===== src/rtl/pip_ctrl_pkg.sv =====
// Shared core definitions for the pipeline controller: hold codes, jump
// levels and the bus widths used by pc and the pipeline registers.
package pip_ctrl_pkg;

   localparam int holdpip_bus   = 2;
   localparam int inst_addr_bus = 32;

   localparam logic jump_enable  = 1'b1;
   localparam logic jump_disable = 1'b0;

   typedef enum logic [holdpip_bus-1:0] {
      hold_no    = 2'b00,
      hold_wait  = 2'b01,
      hold_flush = 2'b10
   } hold_e;

endpackage


===== src/rtl/pip_ctrl_if.sv =====
// Request/response bundle between the pipeline controller and the units that
// stall or redirect it (execute, CLINT, bus, JTAG) plus its pc/pipeline outputs.
interface pip_ctrl_if #(
   parameter int ADDR_W = 32
);
   import pip_ctrl_pkg::*;

   logic                   ex_jump_flag_i;
   logic [ADDR_W-1:0]      ex_jump_addr_i;
   logic                   ex_hold_i;
   logic                   clint_jump_flag_i;
   logic [ADDR_W-1:0]      clint_jump_addr_i;
   logic                   clint_hold_i;
   logic                   bus_hold_i;
   logic                   jtag_halt_i;
   logic                   jtag_reset_i;
   logic [holdpip_bus-1:0] hold_flag_o;
   logic                   jump_flag_o;
   logic [ADDR_W-1:0]      jump_addr_o;
   logic                   halted_o;
   logic                   bus_timeout_o;

   // The controller side: consumes requests, produces hold/jump outputs.
   modport slave (
      input  ex_jump_flag_i, ex_jump_addr_i, ex_hold_i,
      input  clint_jump_flag_i, clint_jump_addr_i, clint_hold_i,
      input  bus_hold_i, jtag_halt_i, jtag_reset_i,
      output hold_flag_o, jump_flag_o, jump_addr_o, halted_o, bus_timeout_o
   );

   // The requesting side: raises stalls/redirects, observes the controller.
   modport master (
      output ex_jump_flag_i, ex_jump_addr_i, ex_hold_i,
      output clint_jump_flag_i, clint_jump_addr_i, clint_hold_i,
      output bus_hold_i, jtag_halt_i, jtag_reset_i,
      input  hold_flag_o, jump_flag_o, jump_addr_o, halted_o, bus_timeout_o
   );

endinterface


===== src/rtl/pip_ctrl_wdt.sv =====
// Bus-stall watchdog: counts consecutive stalled cycles and pulses once when
// the stall reaches BUS_TIMEOUT, then stays quiet until the bus frees up.
module pip_ctrl_wdt #(
   parameter int BUS_TIMEOUT = 255
) (
   input  logic clk,
   input  logic rst,
   input  logic bus_hold_i,
   output logic bus_timeout_o
);

   localparam logic [15:0] LIMIT = 16'(BUS_TIMEOUT);

   logic [15:0] cnt_q, cnt_d;
   logic        timeout_q, timeout_d;

   // Count while stalled, saturate at the limit, fire only on the step that reaches it.
   always_comb begin
      cnt_d     = cnt_q;
      timeout_d = 1'b0;
      if (!bus_hold_i) begin
         cnt_d = '0;
      end else if (cnt_q != LIMIT) begin
         cnt_d     = cnt_q + 16'd1;
         timeout_d = (cnt_d == LIMIT);
      end
   end

   // Counter and pulse registers.
   always_ff @(posedge clk or posedge rst) begin
      if (rst) begin
         cnt_q     <= '0;
         timeout_q <= 1'b0;
      end else begin
         cnt_q     <= cnt_d;
         timeout_q <= timeout_d;
      end
   end

   assign bus_timeout_o = timeout_q;

endmodule


===== src/rtl/pip_ctrl.sv =====
// Central pipeline controller: arbitrates redirects and stalls from execute,
// CLINT, bus and JTAG into one registered hold code and jump pulse, sequences
// multi-cycle flushes and defers redirects that land during a bus stall.
module pip_ctrl
   import pip_ctrl_pkg::*;
#(
   parameter int                ADDR_W       = inst_addr_bus,
   parameter int                FLUSH_CYCLES = 1,
   parameter logic [ADDR_W-1:0] RESET_ADDR   = '0,
   parameter int                BUS_TIMEOUT  = 255
) (
   input logic       clk,
   input logic       rst,
   pip_ctrl_if.slave pif
);

   typedef enum logic [1:0] {
      st_run   = 2'd0,
      st_flush = 2'd1,
      st_pend  = 2'd2,
      st_halt  = 2'd3
   } state_e;

   // Flush cycles that follow the redirect cycle itself.
   localparam logic [2:0] FLUSH_EXTRA = 3'(FLUSH_CYCLES - 1);

   state_e            state_q, state_d;
   hold_e             hold_q, hold_d;
   logic              jump_q, jump_d;
   logic [ADDR_W-1:0] addr_q, addr_d;
   logic              halted_q, halted_d;
   logic              pend_valid_q, pend_valid_d;
   logic              pend_clint_q, pend_clint_d;
   logic [ADDR_W-1:0] pend_addr_q, pend_addr_d;
   logic [2:0]        flush_cnt_q, flush_cnt_d;
   logic              redirect;
   logic [ADDR_W-1:0] redirect_addr;

   // Next-state and next-output arbitration; any redirect is applied uniformly at the end.
   always_comb begin
      state_d       = state_q;
      hold_d        = hold_no;
      jump_d        = jump_disable;
      addr_d        = addr_q;
      halted_d      = 1'b0;
      pend_valid_d  = pend_valid_q;
      pend_clint_d  = pend_clint_q;
      pend_addr_d   = pend_addr_q;
      flush_cnt_d   = flush_cnt_q;
      redirect      = 1'b0;
      redirect_addr = addr_q;

      unique case (state_q)
         st_run: begin
            if (pif.jtag_reset_i) begin
               redirect      = 1'b1;
               redirect_addr = RESET_ADDR;
            end else if (pif.jtag_halt_i) begin
               hold_d   = hold_wait;
               halted_d = 1'b1;
               state_d  = st_halt;
            end else if ((pif.clint_jump_flag_i || pif.ex_jump_flag_i) && pif.bus_hold_i) begin
               pend_valid_d = 1'b1;
               pend_clint_d = pif.clint_jump_flag_i;
               pend_addr_d  = pif.clint_jump_flag_i ? pif.clint_jump_addr_i : pif.ex_jump_addr_i;
               hold_d       = hold_wait;
               state_d      = st_pend;
            end else if (pif.clint_jump_flag_i) begin
               redirect      = 1'b1;
               redirect_addr = pif.clint_jump_addr_i;
            end else if (pif.ex_jump_flag_i) begin
               redirect      = 1'b1;
               redirect_addr = pif.ex_jump_addr_i;
            end else if (pif.ex_hold_i || pif.clint_hold_i || pif.bus_hold_i) begin
               hold_d = hold_wait;
            end
         end

         st_flush: begin
            if (pif.jtag_reset_i) begin
               redirect      = 1'b1;
               redirect_addr = RESET_ADDR;
            end else begin
               hold_d = hold_flush;
               if (pif.clint_jump_flag_i && !pend_valid_q) begin
                  pend_valid_d = 1'b1;
                  pend_clint_d = 1'b1;
                  pend_addr_d  = pif.clint_jump_addr_i;
               end
               flush_cnt_d = flush_cnt_q - 3'd1;
               if (flush_cnt_q == 3'd1) begin
                  state_d = pend_valid_d ? st_pend : st_run;
               end
            end
         end

         st_pend: begin
            if (pif.jtag_reset_i) begin
               redirect      = 1'b1;
               redirect_addr = RESET_ADDR;
            end else begin
               if (pif.clint_jump_flag_i && !pend_clint_q) begin
                  pend_clint_d = 1'b1;
                  pend_addr_d  = pif.clint_jump_addr_i;
               end
               if (pif.bus_hold_i) begin
                  hold_d = hold_wait;
               end else begin
                  redirect      = 1'b1;
                  redirect_addr = pend_addr_d;
               end
            end
         end

         st_halt: begin
            if (pif.jtag_reset_i) begin
               jump_d   = jump_enable;
               addr_d   = RESET_ADDR;
               hold_d   = hold_wait;
               halted_d = 1'b1;
            end else if (pif.jtag_halt_i) begin
               hold_d   = hold_wait;
               halted_d = 1'b1;
            end else begin
               state_d = st_run;
            end
         end

         default: state_d = st_run;
      endcase

      if (redirect) begin
         jump_d       = jump_enable;
         addr_d       = redirect_addr;
         hold_d       = hold_flush;
         pend_valid_d = 1'b0;
         pend_clint_d = 1'b0;
         flush_cnt_d  = FLUSH_EXTRA;
         state_d      = (FLUSH_EXTRA == 3'd0) ? st_run : st_flush;
      end
   end

   // State, pending slot and registered outputs.
   always_ff @(posedge clk or posedge rst) begin
      if (rst) begin
         state_q      <= st_run;
         hold_q       <= hold_no;
         jump_q       <= jump_disable;
         addr_q       <= '0;
         halted_q     <= 1'b0;
         pend_valid_q <= 1'b0;
         pend_clint_q <= 1'b0;
         pend_addr_q  <= '0;
         flush_cnt_q  <= '0;
      end else begin
         state_q      <= state_d;
         hold_q       <= hold_d;
         jump_q       <= jump_d;
         addr_q       <= addr_d;
         halted_q     <= halted_d;
         pend_valid_q <= pend_valid_d;
         pend_clint_q <= pend_clint_d;
         pend_addr_q  <= pend_addr_d;
         flush_cnt_q  <= flush_cnt_d;
      end
   end

   pip_ctrl_wdt #(
      .BUS_TIMEOUT(BUS_TIMEOUT)
   ) u_wdt (
      .clk          (clk),
      .rst          (rst),
      .bus_hold_i   (pif.bus_hold_i),
      .bus_timeout_o(pif.bus_timeout_o)
   );

   assign pif.hold_flag_o = hold_q;
   assign pif.jump_flag_o = jump_q;
   assign pif.jump_addr_o = addr_q;
   assign pif.halted_o    = halted_q;

endmodule


===== src/flat_wrapper.sv =====
// flat-port wrapper written by rule: the top's interface ports become plain ports
module pip_ctrl_flat import pip_ctrl_pkg::*;
#(
   parameter int                ADDR_W       = inst_addr_bus,
   parameter int                FLUSH_CYCLES = 1,
   parameter logic [ADDR_W-1:0] RESET_ADDR   = '0,
   parameter int                BUS_TIMEOUT  = 255
)
  (clk, rst, pif_ex_jump_flag_i, pif_ex_jump_addr_i, pif_ex_hold_i, pif_clint_jump_flag_i, pif_clint_jump_addr_i, pif_clint_hold_i, pif_bus_hold_i, pif_jtag_halt_i, pif_jtag_reset_i, pif_hold_flag_o, pif_jump_flag_o, pif_jump_addr_o, pif_halted_o, pif_bus_timeout_o);
  pip_ctrl_if #(.ADDR_W(ADDR_W)) pif_i ();
  input logic clk;
  input logic rst;
  input wire logic [$bits(pif_i.ex_jump_flag_i)-1:0] pif_ex_jump_flag_i;
  input wire logic [$bits(pif_i.ex_jump_addr_i)-1:0] pif_ex_jump_addr_i;
  input wire logic [$bits(pif_i.ex_hold_i)-1:0] pif_ex_hold_i;
  input wire logic [$bits(pif_i.clint_jump_flag_i)-1:0] pif_clint_jump_flag_i;
  input wire logic [$bits(pif_i.clint_jump_addr_i)-1:0] pif_clint_jump_addr_i;
  input wire logic [$bits(pif_i.clint_hold_i)-1:0] pif_clint_hold_i;
  input wire logic [$bits(pif_i.bus_hold_i)-1:0] pif_bus_hold_i;
  input wire logic [$bits(pif_i.jtag_halt_i)-1:0] pif_jtag_halt_i;
  input wire logic [$bits(pif_i.jtag_reset_i)-1:0] pif_jtag_reset_i;
  output wire logic [$bits(pif_i.hold_flag_o)-1:0] pif_hold_flag_o;
  output wire logic [$bits(pif_i.jump_flag_o)-1:0] pif_jump_flag_o;
  output wire logic [$bits(pif_i.jump_addr_o)-1:0] pif_jump_addr_o;
  output wire logic [$bits(pif_i.halted_o)-1:0] pif_halted_o;
  output wire logic [$bits(pif_i.bus_timeout_o)-1:0] pif_bus_timeout_o;
  assign pif_i.ex_jump_flag_i = pif_ex_jump_flag_i;
  assign pif_i.ex_jump_addr_i = pif_ex_jump_addr_i;
  assign pif_i.ex_hold_i = pif_ex_hold_i;
  assign pif_i.clint_jump_flag_i = pif_clint_jump_flag_i;
  assign pif_i.clint_jump_addr_i = pif_clint_jump_addr_i;
  assign pif_i.clint_hold_i = pif_clint_hold_i;
  assign pif_i.bus_hold_i = pif_bus_hold_i;
  assign pif_i.jtag_halt_i = pif_jtag_halt_i;
  assign pif_i.jtag_reset_i = pif_jtag_reset_i;
  assign pif_hold_flag_o = pif_i.hold_flag_o;
  assign pif_jump_flag_o = pif_i.jump_flag_o;
  assign pif_jump_addr_o = pif_i.jump_addr_o;
  assign pif_halted_o = pif_i.halted_o;
  assign pif_bus_timeout_o = pif_i.bus_timeout_o;
  pip_ctrl #(.ADDR_W(ADDR_W), .FLUSH_CYCLES(FLUSH_CYCLES), .RESET_ADDR(RESET_ADDR), .BUS_TIMEOUT(BUS_TIMEOUT)) u_core (.clk(clk), .rst(rst), .pif(pif_i));
endmodule

===== config.mk =====
export PLATFORM = sky130hd
export DESIGN_NAME = pip_ctrl_flat
export DESIGN_NICKNAME = d
export VERILOG_FILES = /design/src/rtl/pip_ctrl_pkg.sv /design/src/rtl/pip_ctrl_if.sv /design/src/rtl/pip_ctrl_wdt.sv /design/src/rtl/pip_ctrl.sv /design/src/flat_wrapper.sv
export SDC_FILE = /design/constraint.sdc
export NUM_CORES = 1
export LEC_CHECK = 0
export CELL_PAD_IN_SITES_DETAIL_PLACEMENT = 1
export CELL_PAD_IN_SITES_GLOBAL_PLACEMENT = 1
export CORE_AREA = 10 10 122 124
export CTS_CLUSTER_SIZE = 30
export DETAILED_ROUTE_END_ITERATION = 7
export DIE_AREA = 0 0 132 134
export PLACE_DENSITY = 0.95
export SLEW_MARGIN = 20
export SYNTH_ARGS = -nofsm -noshare
export SYNTH_HDL_FRONTEND = slang
export SYNTH_SLANG_ARGS = --single-unit

===== constraint.sdc =====
create_clock -name clk -period 4.35 [get_ports clk]
set_input_delay 0.87 -clock clk [delete_from_list [all_inputs] [get_ports clk]]
set_output_delay 0.87 -clock clk [all_outputs]
set_load 0.02 [all_outputs]

==> metrics <==
outcome=completed; CP top delay family=simple AND/OR/NAND/NOR gates; postcts setup bufs=0; CTS Sinks=92; share of layout cells above drive strength 1=9.32%; Setup TNS=0 ps; power consumption=between 4 and 5 mW; IO Count=110; Vias/cell=5.92; largest net degree at the start of global routing=65; area leader, netlist=dfrtp_1; Port-buffer cells=109; DP HPWL=12.2 mm; root buffer cell=clkbuf_16; Final Hold Vio Count=0; # rows=41; Worst Reg-to-Reg Cells=9; Yosys reg bits=92; placed insts=between 700 and 800; WP data required=about 4600 ps; Core ar.=between 0.01 and 0.015 mm²; routability cong.=between 0.8 and 0.9; dpl cell area=0.00631 mm²; Final Instance Area=approximately 0.0067 mm²; maximum vdd drop=0.000314 V; Ys Warns=0; Worst Skew=8.34 ps; Starting Density=41.3%; asr flop ratio synth=100%; Layout Nets=709; Post-CTS Hold Buffers=0; Max Slew Vio Count=0; via count=4769; Iter 0 DRT Violations=356; vias in the first global route=around 5400; Critical Path Fanout Max=64; Endpoint, Worst Hold=u_core.pif.jump_addr_o[18]; DIE WIDTH=roughly 130 µm; Crit-path slowest cell=clkdlybuf4s50_1; first-pass GRT wire length=~28 mm; max cap viols=0; crit-path cells=clkdlybuf4s50_1 -> o21ai_1 -> o21ai_1 -> and3_4 -> nor2_1 -> a21oi_1; buffer and inverter count on the worst path=1; CTS H-tree lvls=3; leading cell types by count after synthesis=97 x a21oi_1, 92 x dfrtp_1, 59 x nor2_1; clock input transition at the sequential cells of the worst setup and hold paths=70 ps; CTS Buf Count=9; period utilization=64.1%; GR Util All Layers=around a fifth; Final Non-Filler Cells=805; ranking of synthesized cells by area=dfrtp_1 45%, a21oi_1 9.4%, a22o_1 5.6%; CTS resizes=0; n_diodes=0; setup slack after layout=between 1500 and 2000 ps; slew margin rel.=between 20% and 30%; Overflow after GRT=0; Final setup viols=0; post-synth top area share=44.7%; number of synthesized flops with an enable pin=0; leak pwr=approximately 2.7 nW; Worst Setup End Kind=register; register area share after synthesis=44.7%; Clock Latency Late Sink=350 ps; pre-CTS WS=927 ps; Critical Path Start=pif_bus_hold_i; most common cell in the netlist=a21oi_1; startpoint types=primary input; Crit path largest cell delay=730 ps; crit path DAT=slightly above 3000 ps; fin crit period=about 2800 ps; most frequent CP cell=o21ai_1; WHS Path Cells=1; die area=~0.018 mm²; initial antenna violation count=0; Max clock buf depth=2; DRT Wirelength=17.5 mm; pwr dens=681 mW/mm²; Netlist cell types=47; Slew @ Worst Pin=about 1100 ps; RSZ-0062 raised after global routing=false; Mapped Area=0.00515 mm²; DR WL/cell=21.8 µm; Post-route DRC=0; Post-DRT Antenna Nets=0; FF-to-FF Start=u_core.state_q[0]; Post-synth top flop=dfrtp_1; crit path kind=in -> reg; Syn Inst Count=546; hold crit path type=reg -> reg; hold_sp=u_core.pif.jump_addr_o[18]; DRT Pass-1 Iters=4; R2R Path End=u_core.pif.jump_addr_o[7]; Synth Net Count=between 600 and 700; flop-to-flop setup slack=1890 ps; Fmax=358 MHz; area grow syn2layout=29.2%; CTS tree=done; Avg Cell Area, Syn=9.44 µm²; Die Y=134 µm
==> final cells by class <==
| type | count | area [µm²] |
|---|---|---|
| Timing Repair Buffer | 117 | 1150 |
| Tap cell | 172 | 215 |
| Inverter | 11 | 43.8 |
| Multi-Input combinational cell | 397 | 2600 |
| Clock buffer | 9 | 225 |
| Clock inverter | 7 | 120 |
| Sequential cell | 92 | 2300 |
| Fill cell | 1372 | 5810 |
==> per-stage QoR <==
| stage | util (%) | hold WS, ps |
|---|---|---|
| finish | 53.4 | 510 |
| global route | 53.4 | 526 |
| CTS | 53.4 | 514 |
| detailed placement | 50.6 | 494 |
| global placement | 50.6 | 488 |
| floorplan | - | 476 |
==> sequential cells by signal, indices dropped and copies added (netlist names) <==
signal,flops
u_core.u_wdt.cnt_q,16
u_core.pend_clint_q,1
u_core.pif.jump_flag_o,1
u_core.pif.jump_addr_o,32
u_core.pif.hold_flag_o,2
u_core.pif.halted_o,1
u_core.flush_cnt_q,3
u_core.pend_addr_q,32
u_core.state_q,2
u_core.u_wdt.bus_timeout_o,1
u_core.pend_valid_q,1
==> worst max-delay path by stage <==
stage | end | slack [ps] | cells past startpoint
2_1_floorplan | u_core.flush_cnt_q[0] | 1090 | 1
3_3_place_gp | u_core.pend_addr_q[19] | 1140 | 6
3_5_place_dp | u_core.pend_addr_q[27] | 930 | 6
4_1_cts | u_core.pend_addr_q[27] | 1260 | 6
5_1_grt | u_core.pend_addr_q[27] | 1380 | 6
6_report | u_core.pend_addr_q[27] | 1560 | 6
==> layout by cell type (no fill, tap or decap), drive strengths merged, types with 10 or more instances in the layout <==
cell | netlist | routed
o21ai | 32 | 32
inv | 11 | 13
dfrtp | 92 | 92
a22o | 33 | 33
nand2 | 14 | 14
mux2 | 22 | 22
nor2 | 59 | 59
xor2 | 10 | 10
mux2i | 25 | 25
a21oi | 97 | 97
clkdlybuf4s50 | 0 | 108
o22ai | 33 | 33
==> metal layers <==
metal | wire length, µm | track usage [%] | vias to the layer above
met3 | 1090 | 5.19 | 33
li1 | - | - | 2151
met5 | 0 | 0 | -
met2 | 8970 | 34.6 | 152
met4 | 363 | 6.92 | 0
met1 | 7100 | 22.0 | 2433
==> power breakdown <==
part / internal, mW / switching, mW / leakage [nW]
clock network: 0.565 / 0.358 / 0.166
registers: 1.20 / 0.221 / 1.17
logic: 0.890 / 1.30 / 1.39
total: 2.66 / 1.88 / 2.73
==> kinds of logic after synthesis <==
group	after synthesis	synth area share [%]
xor gates and xnor gates	19	3.23
adders and majority gates	8	1.94
muxes	47	9.66
buffers and inverters	57	5.27
and+or+nand+nor	114	10.6
DFF	92	44.7
AOI/OAI and AO/OA	209	24.6
(Power assumes the default switching activity.)
